--- src/rtl/pattern_serializer.sv ---
// pattern_serializer: two-channel parallel-to-serial stage feeding the A/B
// bit-stream inputs of a downstream practice block. Two WIDTH-bit words are
// captured on a load handshake and shifted out LSB-first, one bit per clock,
// framed by valid/last/done.
//
// Optional feature, selected by the SER_REPEAT_EN macro:
//   defined   - a private copy of the captured words is kept, and a load seen
//               on the edge leaving the last bit restarts the same words
//               gap-free from bit 0.
//   undefined - no copy registers; load is ignored outside the idle state.
module pattern_serializer #(
  parameter int   WIDTH      = 9,
  parameter logic IDLE_LEVEL = 1'b0
) (
  input  logic             clk,
  input  logic             reset,
  input  logic             load,
  input  logic [WIDTH-1:0] data_a,
  input  logic [WIDTH-1:0] data_b,
  output logic             ready,
  output logic             A,
  output logic             B,
  output logic             valid,
  output logic             last,
  output logic             done
);

  // Bit counter wide enough to index WIDTH-1, never narrower than one bit.
  localparam int CntW = (WIDTH > 1) ? $clog2(WIDTH) : 1;
  localparam logic [CntW-1:0] LastCnt = CntW'(WIDTH - 1);
  localparam logic [CntW-1:0] CntOne  = CntW'(1);

  typedef enum logic {
    StIdle  = 1'b0,
    StShift = 1'b1
  } state_t;

  state_t           stateQ;
  logic [WIDTH-1:0] shAQ;
  logic [WIDTH-1:0] shBQ;
  logic [CntW-1:0]  cntQ;
  logic             aQ;
  logic             bQ;
  logic             validQ;
  logic             lastQ;
  logic             doneQ;

`ifdef SER_REPEAT_EN
  logic [WIDTH-1:0] copyAQ;
  logic [WIDTH-1:0] copyBQ;
`endif

  logic             atLastBit;
  logic [CntW-1:0]  cntIncD;
  logic             lastD;

  assign atLastBit = (cntQ == LastCnt);
  assign cntIncD   = cntQ + CntOne;
  assign lastD     = (cntIncD == LastCnt);

  assign ready = (stateQ == StIdle);
  assign A     = aQ;
  assign B     = bQ;
  assign valid = validQ;
  assign last  = lastQ;
  assign done  = doneQ;

  // Serializer FSM: capture on an accepted load, shift one bit per clock,
  // then frame the end of the word with a single done pulse.
  always_ff @(posedge clk or negedge reset) begin
    if (!reset) begin
      stateQ <= StIdle;
      shAQ   <= '0;
      shBQ   <= '0;
      cntQ   <= '0;
      aQ     <= IDLE_LEVEL;
      bQ     <= IDLE_LEVEL;
      validQ <= 1'b0;
      lastQ  <= 1'b0;
      doneQ  <= 1'b0;
`ifdef SER_REPEAT_EN
      copyAQ <= '0;
      copyBQ <= '0;
`endif
    end else begin
      case (stateQ)
        StIdle: begin
          doneQ <= 1'b0;
          if (load) begin
            shAQ   <= data_a >> 1;
            shBQ   <= data_b >> 1;
            aQ     <= data_a[0];
            bQ     <= data_b[0];
            validQ <= 1'b1;
            cntQ   <= '0;
            lastQ  <= (WIDTH == 1);
            stateQ <= StShift;
`ifdef SER_REPEAT_EN
            copyAQ <= data_a;
            copyBQ <= data_b;
`endif
          end else begin
            aQ     <= IDLE_LEVEL;
            bQ     <= IDLE_LEVEL;
            validQ <= 1'b0;
            lastQ  <= 1'b0;
          end
        end

        StShift: begin
          if (!atLastBit) begin
            aQ     <= shAQ[0];
            bQ     <= shBQ[0];
            shAQ   <= shAQ >> 1;
            shBQ   <= shBQ >> 1;
            cntQ   <= cntIncD;
            lastQ  <= lastD;
            doneQ  <= 1'b0;
`ifdef SER_REPEAT_EN
          end else if (load) begin
            // Restart from the private copy so the stream continues without a gap.
            aQ     <= copyAQ[0];
            bQ     <= copyBQ[0];
            shAQ   <= copyAQ >> 1;
            shBQ   <= copyBQ >> 1;
            cntQ   <= '0;
            validQ <= 1'b1;
            lastQ  <= (WIDTH == 1);
            doneQ  <= 1'b1;
`endif
          end else begin
            aQ     <= IDLE_LEVEL;
            bQ     <= IDLE_LEVEL;
            validQ <= 1'b0;
            lastQ  <= 1'b0;
            doneQ  <= 1'b1;
            stateQ <= StIdle;
          end
        end

        default: begin
          stateQ <= StIdle;
        end
      endcase
    end
  end

endmodule

--- config.mk ---
export PLATFORM = sky130hd
export DESIGN_NAME = pattern_serializer
export DESIGN_NICKNAME = d
export VERILOG_FILES = /design/src/rtl/pattern_serializer.sv
export SDC_FILE = /design/constraint.sdc
export NUM_CORES = 1
export LEC_CHECK = 0
export ABC_AREA = 1
export BUFFER_PORTS_ARGS = -buffer_cell sky130_fd_sc_hd__buf_2
export CAP_MARGIN = 20
export CORE_MARGIN = 10
export CORE_UTILIZATION = 48
export DETAILED_ROUTE_END_ITERATION = 16
export PLACE_DENSITY = 0.8
export SYNTH_ARGS = -nofsm -noshare
export SYNTH_HDL_FRONTEND = slang
export SYNTH_SLANG_ARGS = --single-unit
export TNS_END_PERCENT = 50
--- constraint.sdc ---
create_clock -name clk -period 1.4 [get_ports clk]
set_input_delay 0.28 -clock clk [delete_from_list [all_inputs] [get_ports clk]]
set_output_delay 0.28 -clock clk [all_outputs]
set_load 0.005 [all_outputs]
Yosys cells after proc, flatten, opt, wreduce, memory -nomap -nowiden
Cells that the tools add are included.

Register bits after elaboration: 28. Bits of input ports: 21. Output and inout bits: 6. Word-level logic and storage cells: 41.

$add $sub $neg: 1. Equal/unequal tests: 5. Muxes and demuxes: 24. Bitwise logic cells: 1. Reduce and logical (&&, ||, !) cells: 1.

Operators by type and width (number): 9-bit 2-to-1 mux (4); 9-bit one-hot mux with 2 select lines (2); 1-bit one-hot mux with 2 select lines (6); 1-bit 2-to-1 mux (9); 4-bit == test (second input constant) (2); 4-bit 2-to-1 mux (2); 4-bit one-hot mux with 2 select lines (1); 4-bit by 1-bit adder with 4-bit output (second input constant) (1); 2-bit inequality test (second input constant) (2); 2-bit by 1-bit inequality test with 1-bit output (second input constant) (1); 2-bit AND reduction (1); 1-bit NOT (1).

Longest topological paths before layout
Gate-level depths: netlist (run 1).

Depth in word-level cells: 4. Depth in mapped cells: 8. Mapped depth without buffers: 7.

Worst setup path after synthesis (run 1)
OpenSTA, ideal clock, no wires.

Kind: register to register. Start: register cntQ[0]. End: register shAQ[1]. Library setup time: 0.116 ns. Arrival time: 1.184 ns. Required time: 1.284 ns. Path slack: 0.100 ns. Stages on the path, launching flop included: 9. Buffers on the path: 1. Clock period less this slack: 1.300 ns. Cell sequence: dfrtp_1 -> inv_1 -> ha_1 -> nand3_4 -> nand2_4 -> nand2_4 -> buf_8 -> nand2_1 -> nand2_1.

Longest elaborated chain between the ends: 3.

RTL lines: start: declaration (RTL line 41) `logic [CntW-1:0] cntQ;`; start signal: assignment (RTL line 116) `cntQ <= cntIncD;`; 4-bit == test (RTL line 57) `assign atLastBit = (cntQ == LastCnt);`; 2-bit inequality test (no line); 2-bit AND reduction (no line); end signal: assignment (RTL line 90) `shAQ <= data_a >> 1;`; end signal: assignment (RTL line 114) `shAQ <= shAQ >> 1;`; end: declaration (RTL line 39) `logic [WIDTH-1:0] shAQ;`.

Every way passes these cells. A chain may end at the register's enable or synchronous reset.

Worst setup path after layout (run 1)
Start: register stateQ. End: output port ready.

Longest elaborated chain between the ends: 1.

RTL lines: start: declaration (RTL line 38) `state_t stateQ;`; start signal: assignment (RTL line 72) `stateQ <= StIdle;`; start signal: assignment (RTL line 97) `stateQ <= StShift;`; start signal: assignment (RTL line 137) `stateQ <= StIdle;`; 1-bit NOT; end: declaration (RTL line 20) `output logic ready,`.

Every way passes these cells.

==> results of run 1 <==
[worst register-to-register path: cells and delay by family (launching register included)]
family | cells | cell delay (ns)
flip-flops | 1 | 0.40
AND/OR/NAND/NOR | 4 | 0.43
adder cells (fa/ha/maj) | 1 | 0.18
buffers and inverters | 2 | 0.23
[area by class of cell]
cell class	count	share of cell area, %
Inverter	6	1.43
Clock buffer	3	1.43
Multi-Input combinational cell	124	37.0
Tap cell	31	2.46
Sequential cell	26	41.2
Timing Repair Buffer	39	16.5
[metal layers]
metal / part of all wire (%) / wire length (µm) / GRT usage (%) / up-vias
met5: 0 / 0 / 0 / -
met4: 0.45 / 13 / 2.95 / 0
met3: 3.7 / 106 / 2.04 / 2
met2: 52 / 1490 / 17.5 / 21
met1: 44 / 1260 / 13.0 / 536
li1: - / - / - / 588
[cells by family after synthesis]
| kind of cell | count (synthesis) | share of synthesized area, % |
|---|---|---|
| DFF | 26 | 48.3 |
| adders and majority gates | 3 | 2.79 |
| and+or+nand+nor | 118 | 38.8 |
| AOI/OAI and AO/OA | 3 | 1.11 |
| buffers and inverters | 15 | 8.92 |
[cell usage in the layout (no fill, tap or decap), drive strengths merged]
master / netlist / layout
nand2: 83 / 83
buf: 6 / 37
nand3: 31 / 31
dfrtp: 26 / 26
inv: 6 / 6
clkbuf: 3 / 4
ha: 3 / 3
o21ai: 3 / 3
nor2: 1 / 1
nand4: 1 / 1
nor3: 1 / 1
and2: 1 / 1
dlygate4sd3: 0 / 1
[worst min-delay path by stage]
| stage | to | slack, ns | cells past startpoint |
|---|---|---|---|
| 5_1_grt | shAQ[7] | 0.23 | 3 |
| 6_report | shAQ[7] | 0.22 | 3 |
| 2_1_floorplan | A | -0.02 | 0 |
| 3_3_place_gp | shAQ[5] | 0.31 | 1 |
| 4_1_cts | shAQ[7] | 0.21 | 3 |
| 3_5_place_dp | shAQ[5] | 0.30 | 1 |
[sequential cells by signal, summed over array words and instances, names as in the netlist]
| signal | cells |
|---|---|
| shBQ | 8 |
| B | 1 |
| cntQ | 4 |
| last | 1 |
| valid | 1 |
| stateQ | 1 |
| A | 1 |
| done | 1 |
| shAQ | 8 |
[report_power, final]
group	internal (mW)	switching, mW
registers	1.06	0.178
logic	0.699	0.929
clock network	0.100	0.201
total	1.85	1.31
[synthesized netlist by cell type, drive strengths merged]
cell / count / area [µm²]
ha: 3 / 37.5
o21ai: 3 / 15.0
clkbuf: 3 / 41.3
nand4: 1 / 6.26
buf: 6 / 56.3
nor3: 1 / 10.0
inv: 6 / 22.5
nand3: 31 / 168
nor2: 1 / 3.75
nand2: 83 / 329
dfrtp: 26 / 651
and2: 1 / 6.26
[through the flow]
step	hold WS (ns)	utilization [%]	std cells	instance area, µm²	worst slack (ns)
after global routing	0.228	58.3	229	1580	0.00320
after floorplan	-0.0156	-	165	1350	0.0996
final	0.217	58.3	229	1580	0.0550
after global placement	0.305	54.2	220	1470	0.0930
after CTS	0.211	55.6	224	1510	0.00322
after detailed placement	0.304	54.2	220	1470	0.0709
[repair_timing]
action,CTS,global route
setup buffers,0,4
pin swaps,0,1
hold endpoints to repair,26,0
hold buffers,1,0
cloned,0,1
endpoints found under the setup margin,1,17
resized for setup,1,4
==> flow_metrics.tcl, run 1 <==
set metrics [dict create \
    min_period_ns 1.34 \
    grt_start_max_net_pins 27 \
    synthesis.nets 189 \
    numClockSinks 26 \
    seq_area_um2 651 \
    die_w_um 73.0 \
    dpl.hpwl_um 1990 \
    r2r_start "cntQ[0]" \
    r2r_setup_slack_ns 0.11 \
    rows 19 \
    yosysSeqAreaShare_pct 48.3 \
    cts_buffers 3 \
    die_h_um 73.0 \
    crit_start "stateQ" \
    grt_pass1_wl_um 4670 \
    critPathTopFamily "flip-flops" \
    hp-class "in2reg" \
    critical_path.endpoint "ready" \
    multiInputGateArea_um2 584 \
    drt_iter0_markers 76 \
    powerDensity_mw_per_mm2 2000 \
    final_nets 224 \
    first_pass_iters 4 \
    critPathKind "reg2out" \
    dieArea_mm2 0.00532 \
    grtUsageTotal_pct 10.4 \
    fin_tns_setup_ns 0 \
    maxSlewViolCount 0 \
    path_depth 3 \
    routed_via_density 5.01 \
    cp.buffers_inverters 3 \
    drtAntennaViolNets 0 \
    synth_warnings 0 \
    cts.path.max_buffers 2 \
    crit_path_max_incr_delay_ns 0.41 \
    r2r_end "shAQ[1]" \
    end_kind "primary output" \
    grt.overflow.total 0 \
    finalClockSkew_ns 0.00210 \
    vdd_drop_max_v 0.00107 \
    holdCritStartpoint "data_a[8]" \
    worst_pin_slew_ns 0.566 \
    fmax_ghz 0.744 \
    synth_seq_cells 26 \
    port_buffers 26 \
    critPathMaxFanout 10 \
    fill_cells 260 \
    syn-cell-area_mm2 0.00135 \
    wl_um 2870 \
    cts_tree "yes" \
    total_power_mw 3.16 \
    cp.required_ns 1.12 \
    core_area_mm2 0.00271 \
    setup_viol 0 \
    syn_to_final_growth_pct 17.3 \
    maxCapViolations 0 \
    drc_errors 0 \
    clockRootBuffer "clkbuf_4" \
    final_hold_viol_count 0 \
    worstPathArrival_ns 1.06 \
    start_util_pct 49.7 \
    drive_above_1_share_pct 24.2 \
    avgSynthCellArea_um2 8.16 \
    grt_pass1_vias 1098 \
    status "finished clean" \
    start_kind "flop" \
    p_leak_nw 0.901 \
    antenna_found_initial 0 \
    r2r_cells 7 \
    slowest_stage "dfrtp_1" \
    max_slew_margin_pct 62.3 \
    synth_cell_types 19 \
    pin_count 27 \
    cts.clk_slew.worst_paths_ns 0.13 \
    diodes 0 \
    clock_latency_ns 0.30 \
    cp_cell_sequence "inv_2 -> buf_12 -> buf_2" \
    syn_inst 165 \
    period_share_pct 96.1 \
    rsz0062_at_grt "false" \
    num_vias 1147 \
    gp_congestion 0.787 \
    route.detailed.wl_per_inst_um 12.6 \
    htree_num_levels 1 \
]
Power figures use the tool's default switching activity.
==> run 2: changes to the inputs <==
- CORE_UTILIZATION: 48 -> 35
- PLACE_DENSITY: 0.8 -> 0.63
==> run 2 against run 1 <==
  * The flow now finishes with violations (negative hold slack)
  * Critical path type unchanged
  * Sequential power hardly changed
  * Sequential share of layout area fell by 0.065 points
  * Clock power is 61% higher
  * First-iteration DRC count down 55%
  * Utilization shrank 15 points
==> flow_metrics.tcl, run 2 (synthesis results as in run 1) <==
set metrics [dict create \
    status "finished, violations left" \
    violations "negative hold slack" \
    wl_um 2870 \
    start_util_pct 36.5 \
    r2r_start "cntQ[0]" \
    antenna_found_initial 0 \
    grt_pass1_wl_um 4670 \
    cts_buffers 3 \
    clock_latency_ns 0.27 \
    top_regs "shAQ (8), shBQ (8), cntQ (4)" \
    place_area_mm2 0.00150 \
    setup_viol 0 \
    powerDensity_mw_per_mm2 2030 \
    cts.clk_slew.worst_paths_ns 0.09 \
    maxSlewViolCount 0 \
    drive_above_1_share_pct 23.1 \
    port_buffers 26 \
    crit_start "stateQ" \
    worst_pin_slew_ns 0.583 \
    rows 22 \
    start_kind "flop" \
    worstPathArrival_ns 1.07 \
    gp_congestion 0.704 \
    final_common_cell "nand2_1" \
    grtUsageTotal_pct 8.82 \
    r2r_cells 7 \
    drtAntennaViolNets 0 \
    final_hold_viol_count 3 \
    mostFrequentLayoutCells "nand2_1 (80), nand3_1 (30), dfrtp_1 (26), buf_2 (26), buf_4 (7)" \
    htree_num_levels 1 \
    min_period_ns 1.35 \
    max_slew_margin_pct 61.2 \
    cp.required_ns 1.12 \
    maxCapViolations 0 \
    fill_cells 407 \
    fin_tns_setup_ns 0 \
    grt.overflow.total 0 \
    finalClockSkew_ns 0.00631 \
    p_leak_nw 0.890 \
    cts.path.max_buffers 2 \
    critPathKind "reg2out" \
    final_nets 220 \
    rsz0062_at_grt "false" \
    r2r_setup_slack_ns 0.11 \
    drt_iter0_markers 34 \
    critPathMaxFanout 20 \
    diodes 0 \
    clockRootBuffer "clkbuf_8" \
    dieArea_mm2 0.00673 \
    first_pass_iters 4 \
    period_share_pct 96.5 \
    syn_to_final_growth_pct 17.5 \
    fmax_ghz 0.740 \
    pin_count 27 \
    grt_start_max_net_pins 27 \
    die_w_um 82.0 \
    cts_tree "yes" \
    die_h_um 82.0 \
    hp-class "in2async" \
    drc_errors 0 \
    grt_pass1_vias 1098 \
    dpl.hpwl_um 2080 \
    numClockSinks 26 \
    routed_via_density 4.54 \
    end_kind "primary output" \
    r2r_end "shBQ[3]" \
    vdd_drop_max_v 0.000784 \
    finalInstanceArea_mm2 0.00158 \
    hold_buffers 0 \
    num_vias 1104 \
    route.detailed.wl_per_inst_um 11.8 \
    hold_slack_ns -0.00380 \
    core_area_mm2 0.00369 \
]
==> run 2: cell types whose count changed in the layout (fill, tap and decap cells not counted), sizes merged <==
cell,change
buf,-2
dlygate4sd3,-1
==> run 2: worst max-delay path by stage <==
stage,endpoint,slack [ns],cells past startpoint
CTS,shAQ[0],0.03,7
floorplan,shAQ[1],0.1,8
finish,ready,0.05,3
global placement,shBQ[7],0.09,7
global route,shAQ[3],0.009,7
detailed placement,shAQ[0],0.07,7
==> run 2: routing by layer <==
layer  global-route usage (%)  wire [µm]
met5                        0          0
met3                     1.31         88
met4                     5.10         40
met2                     16.1       1440
met1                     9.39       1300
==> run 2: through the flow <==
stage	setup WS (ns)	util (%)	instances	total power [mW]
3_3_place_gp	0.0858	40.6	238	2.66
4_1_cts	0.0341	42.5	243	3.22
2_1_floorplan	0.0996	-	165	2.39
3_5_place_dp	0.0711	40.6	238	2.68
5_1_grt	0.00910	42.9	243	3.52
6_report	0.0494	42.9	243	3.21
==> run 2: power breakdown <==
group          internal, mW  switching [mW]  total [mW]
combinational         0.605           0.892        1.50
sequential             1.06           0.167        1.22
clock                 0.251           0.235       0.487
total                  1.91            1.29        3.21
==> run 2: timing repair <==
item                                    in CTS  in global routing
endpoints found under the setup margin       1                 15
gates cloned                                 0                  0
gates resized for setup                      2                  2
buffers inserted                             1                  0
==> run 2: final cells by class <==
type,count,area [µm²],area share [%]
repair buffers,35,209,13.2
clock buffers,4,55.1,3.48
well taps,48,60.1,3.80
flip-flops and latches,26,651,41.1
multi-input cells,124,584,36.9
inverters,6,22.5,1.42
==> run 2: critical path: stages, from the launching register on <==
cell     delay (ns)
dfrtp_1        0.39
inv_1          0.10
buf_8          0.17
buf_2          0.13
